===== src/rtl/a_short_preamble_gen.sv =====
// 802.11a short training sequence source: emits NUM_REPS 16-sample STS periods
// on a valid/ready stream, with optional half-amplitude first and tail samples.
module a_short_preamble_gen #(
    parameter int I_Q_Width  = 16,
    parameter int NUM_REPS   = 10,
    parameter int WINDOW_EN  = 1,
    parameter int GAIN_SHIFT = 0
) (
    input  logic                        CLK,
    input  logic                        s_RST_n,
    input  logic                        enable,
    input  logic                        start,
    input  logic                        out_ready,
    output logic signed [I_Q_Width-1:0] a_i,
    output logic signed [I_Q_Width-1:0] a_q,
    output logic                        output_strobe,
    output logic                        busy,
    output logic                        done,
    output logic [1:0]                  dbg_state
);

    // Handshake: a sample transfers on a rising edge where output_strobe and
    // out_ready are both high; while output_strobe is high and out_ready is
    // low, a_i/a_q/output_strobe are held and no counter advances.

    typedef enum logic [1:0] {IDLE, RUN, TAIL, DONE} state_t;

    localparam int              UP       = (I_Q_Width >= 16) ? I_Q_Width - 16 : 0;
    localparam int              DN       = (I_Q_Width < 16) ? 16 - I_Q_Width : 0;
    localparam logic [3:0]      LAST_REP = 4'(NUM_REPS - 1);

    state_t                      state_q, state_d;
    logic [3:0]                  idx_q, idx_d;
    logic [3:0]                  rep_q, rep_d;
    logic signed [I_Q_Width-1:0] a_i_q, a_i_d;
    logic signed [I_Q_Width-1:0] a_q_q, a_q_d;
    logic                        strobe_q, strobe_d;
    logic                        busy_q, busy_d;
    logic                        done_q, done_d;
    logic [3:0]                  sel_idx;
    logic                        sel_half;
    logic                        handshake;

    // I component of the STS period in Q1.15; the Q component is the I
    // sequence shifted by half a period.
    function automatic logic signed [15:0] rom_i(input logic [3:0] i);
        logic signed [15:0] r;
        case (i)
            4'd0:    r = 16'sd1507;
            4'd1:    r = -16'sd4325;
            4'd2:    r = -16'sd426;
            4'd3:    r = 16'sd4686;
            4'd4:    r = 16'sd3015;
            4'd5:    r = 16'sd4686;
            4'd6:    r = -16'sd426;
            4'd7:    r = -16'sd4325;
            4'd8:    r = 16'sd1507;
            4'd9:    r = 16'sd66;
            4'd10:   r = -16'sd2589;
            4'd11:   r = -16'sd426;
            4'd12:   r = 16'sd0;
            4'd13:   r = -16'sd426;
            4'd14:   r = -16'sd2589;
            default: r = 16'sd66;
        endcase
        return r;
    endfunction

    function automatic logic signed [I_Q_Width-1:0] scale(input logic signed [15:0] r,
                                                          input logic half);
        logic signed [31:0] v;
        v = 32'(r);
        v = (v <<< UP) >>> DN;
        v = v >>> GAIN_SHIFT;
        if (half) v = v >>> 1;
        return v[I_Q_Width-1:0];
    endfunction

    assign handshake = strobe_q & out_ready;

    always_comb begin
        state_d = state_q;
        idx_d   = idx_q;
        rep_d   = rep_q;
        case (state_q)
            IDLE: begin
                if (start) begin
                    state_d = RUN;
                    idx_d   = 4'd0;
                    rep_d   = 4'd0;
                end
            end
            RUN: begin
                if (handshake) begin
                    if (idx_q == 4'd15 && rep_q == LAST_REP) begin
                        state_d = (WINDOW_EN != 0) ? TAIL : DONE;
                    end else begin
                        idx_d = idx_q + 4'd1;
                        if (idx_q == 4'd15) rep_d = rep_q + 4'd1;
                    end
                end
            end
            TAIL: begin
                if (handshake) state_d = DONE;
            end
            default: state_d = IDLE;
        endcase
        if (!enable) state_d = IDLE;
    end

    // Output registers load from the next state, so a stalled RUN/TAIL state
    // recomputes exactly the sample already on the bus.
    always_comb begin
        a_i_d    = '0;
        a_q_d    = '0;
        strobe_d = 1'b0;
        busy_d   = 1'b0;
        done_d   = 1'b0;
        sel_idx  = idx_d;
        sel_half = (WINDOW_EN != 0) && (idx_d == 4'd0) && (rep_d == 4'd0);
        case (state_d)
            RUN, TAIL: begin
                if (state_d == TAIL) begin
                    sel_idx  = 4'd0;
                    sel_half = 1'b1;
                end
                a_i_d    = scale(rom_i(sel_idx), sel_half);
                a_q_d    = scale(rom_i(sel_idx + 4'd8), sel_half);
                strobe_d = 1'b1;
                busy_d   = 1'b1;
            end
            DONE:    done_d = 1'b1;
            default: ;
        endcase
    end

    always_ff @(posedge CLK) begin
        if (!s_RST_n) begin
            state_q  <= IDLE;
            idx_q    <= 4'd0;
            rep_q    <= 4'd0;
            a_i_q    <= '0;
            a_q_q    <= '0;
            strobe_q <= 1'b0;
            busy_q   <= 1'b0;
            done_q   <= 1'b0;
        end else begin
            state_q  <= state_d;
            idx_q    <= idx_d;
            rep_q    <= rep_d;
            a_i_q    <= a_i_d;
            a_q_q    <= a_q_d;
            strobe_q <= strobe_d;
            busy_q   <= busy_d;
            done_q   <= done_d;
        end
    end

    assign a_i           = a_i_q;
    assign a_q           = a_q_q;
    assign output_strobe = strobe_q;
    assign busy          = busy_q;
    assign done          = done_q;
    assign dbg_state     = state_q;

endmodule


===== config.mk =====
export PLATFORM = sky130hd
export DESIGN_NAME = a_short_preamble_gen
export DESIGN_NICKNAME = d
export VERILOG_FILES = /design/src/rtl/a_short_preamble_gen.sv
export SDC_FILE = /design/constraint.sdc
export NUM_CORES = 1
export LEC_CHECK = 0
export BUFFER_PORTS_ARGS = -buffer_cell sky130_fd_sc_hd__buf_2
export CAP_MARGIN = 20
export CORE_MARGIN = 2
export CORE_UTILIZATION = 35
export DETAILED_ROUTE_END_ITERATION = 12
export PLACE_DENSITY = 0.6
export SYNTH_ARGS = -nofsm -noshare
export SYNTH_HDL_FRONTEND = slang
export SYNTH_SLANG_ARGS = --single-unit
export TNS_END_PERCENT = 20

===== constraint.sdc =====
create_clock -name CLK -period 3.33 [get_ports CLK]
set_clock_uncertainty 0.1 [all_clocks]
set_input_delay 0 -clock CLK [delete_from_list [all_inputs] [get_ports CLK]]
set_output_delay 0 -clock CLK [all_outputs]
set_load 0.02 [all_outputs]

==> impl_metrics.json <==
{
  "max_slew_margin_pct": 56.9,
  "numCtsBuffers": 5,
  "period_share_pct": 93.8,
  "worst_setup_path_end_kind": "register",
  "cap_violations": 0,
  "root_buffer": "clkbuf_8",
  "finalMaxSlewViolations": 0,
  "track_usage_pct": 16.4,
  "avgViaCountPerCell": 5.22,
  "grt_pass1_wl_um": 8310,
  "fin_nets": 310,
  "initial_core_util_pct": 36.2,
  "cts_tree": "yes",
  "die_h_um": 82.0,
  "slowest_stage": "or4_1",
  "worst_pin_slew_ns": 0.638,
  "fmax_mhz": 320,
  "dpl.hpwl_um": 4000,
  "seq_area_frac_synth_pct": 37.6,
  "remaining_drc_errors": 0,
  "hold_path.class": "input pin to register",
  "crit_type": "register to register",
  "dp_slack_ns": 0.0510,
  "synth-main-ff-cell": "dfxtp_1",
  "status": "finished clean",
  "layout_common_cells": "41 x buf_2, 39 x dfxtp_1, 24 x buf_4",
  "worstPathMaxFanout": 5,
  "h-tree-depth": 2,
  "worst_path_largest_cell_delay_ns": 0.53,
  "hold_viol": 0,
  "fillCellCount": 589,
  "std_cell_rows": 28,
  "critPathRequiredTime_ns": 3.45,
  "antenna_cells": 0,
  "dp.cells": 357,
  "crit_chain": "inv_1 -> ha_1 -> nand3b_1 -> nor3_1 -> o21ai_0 -> and3_1 -> inv_1 -> ha_1 -> or3_4 -> ha_1 -> mux2i_1 -> nor2_1 -> or4_1 -> o31ai_1",
  "netlist_area_sq_um": 2130,
  "dieArea_sq_um": 6730,
  "start_kind": "register",
  "ys_types": 53,
  "layout-drive-gt1-share_pct": 33.3,
  "vias": 1925,
  "cts.sinks": 40,
  "clkLatencyLatePin_ns": 0.30,
  "grt_pass1_vias": 1711,
  "syn_to_final_growth_pct": 25.6,
  "core_area_sq_um": 5890,
  "routedWlPerCell_um": 13.9,
  "antenna_found_initial": 0,
  "num_io_pins": 42,
  "synth-async-reset-ratio_pct": 0,
  "power.density_nw_per_um2": 359,
  "cts_max_path_buffers": 2,
  "wirelength_um": 5130,
  "drt_first_pass_iters": 4,
  "synth-edff-count": 0,
  "ant_nets": 0,
  "crit_path_frequent_cell": "ha_1",
  "syn_inst": 236,
  "setup_viol": 0,
  "grt_max_degree": 15,
  "clk_pin_slew_ns": 0.09,
  "irDropWorstVdd_uv": 238,
  "min_period_ns": 3.13,
  "syn_area_per_cell_sq_um": 9.03,
  "critPathArrivalTime_ns": 3.25,
  "hold_slack_ns": 0.0547,
  "rsz0062_at_grt": "true",
  "stdcell_count": 369,
  "grt_overflow": 0,
  "syn_nets": 253,
  "drt-initial-drc-count": 208,
  "ys_warn_count": 0,
  "worst_slack_ns": 0.205,
  "p_leak_nw": 1.21,
  "final_common_cell": "buf_2",
  "port_buffers": 41,
  "globalplace.congestion": 0.991,
  "synth_seq_cells": 40,
  "dieWidth_um": 82.0
}
==> path summary, 6_finish.rpt <==
check | slack (ns) | end | from | cells after the start
max | 0.20 | a_q[9] | rep_q[1] | 14
min | 0.05 | dbg_state[1] | enable | 3
max reg2reg | 0.20 | a_q[9] | rep_q[1] | 14
min reg2reg | 0.43 | rep_q[1] | rep_q[1] | 1
==> cell usage after synthesis, types with 2 or more instances <==
cell type	number	area (sq um)
a31oi_1	4	25.0
nor3_1	10	50.1
o21ai_0	6	30.0
nor2_1	22	82.6
nand3_1	3	15.0
nand2b_1	5	31.3
or3b_1	2	17.5
nand4_1	2	12.5
ha_1	12	150
a21o_1	2	15.0
mux2_2	6	67.6
dfxtp_1	40	801
o211a_1	2	20.0
or4_1	2	15.0
and3_1	4	25.0
or3_1	3	18.8
nor2b_1	4	25.0
o31ai_1	2	15.0
clkbuf_1	5	18.8
o21a_1	3	22.5
mux2i_1	11	110
buf_2	2	10.0
and2_1	9	56.3
a211oi_1	2	15.0
buf_4	9	67.6
inv_1	10	37.5
nand2_1	14	52.6
and4b_1	3	30.0
a21oi_1	12	60.1
o211ai_1	2	15.0
==> routing by layer <==
metal | wire (um) | track usage, % | share of wire (%)
met5 | 0 | 0 | 0
met4 | 87 | 6.17 | 1.7
met1 | 2290 | 21.4 | 45
met2 | 2440 | 26.7 | 47
met3 | 315 | 3.30 | 6.1
==> stage by stage <==
step	total power, mW	TNS [ns]	util (%)	area (sq um)
6_report	0.960	0	45.5	2680
5_1_grt	0.992	-0.257	45.5	2680
4_1_cts	0.967	0	44.5	2620
2_1_floorplan	0.541	0	-	2130
3_5_place_dp	0.563	0	42.3	2490
3_3_place_gp	0.563	0	42.3	2490
==> repair_timing <==
action,in CTS,in global routing
hold buffers,1,0
buffers inserted,0,3
resized for setup,0,12
setup endpoints to repair,0,19
endpoints found under the hold margin,11,0
==> critical path: cells and delay by family, from the launching register on <==
kind	cells	cell delay, ns
and+or+nand+nor	6	1.43
adders and majority gates	3	0.70
DFF	1	0.35
AOI/OAI and AO/OA	2	0.23
muxes	1	0.16
buffers and inverters	2	0.10
==> report_power, final <==
part	internal [mW]	switching, mW
logic	0.0224	0.0398
clock network	0.226	0.181
registers	0.486	0.00460
total	0.735	0.225
==> layout make-up <==
cell class | count | area (sq um) | area share [%]
multi-input combinational | 170 | 1230 | 46.0
sequential | 40 | 802 | 30.0
timing repair buffer | 66 | 395 | 14.8
tap | 75 | 93.8 | 3.51
clock buffer | 5 | 68.8 | 2.57
clock inverter | 3 | 46.3 | 1.73
inverter | 10 | 37.5 | 1.40
==> logic make-up (layout without fill, tap and decap cells) <==
logic type	Yosys count	after routing	synth area share [%]
multiplexers	17	17	8.34
AO/OA/AOI/OAI	47	47	15.5
adder cells (fa/ha/maj)	12	12	7.05
buffers and inverters	26	84	6.28
flip-flops	40	40	37.6
AND/OR/NAND/NOR	94	94	25.3
==> sequential cells by signal, summed over array words and instances, names as in the netlist <==
signal,flops
a_i,14
done,1
idx_q,4
dbg_state,2
a_q,14
rep_q,4
busy,1
No activity file was read; power rests on OpenSTA's default activity.
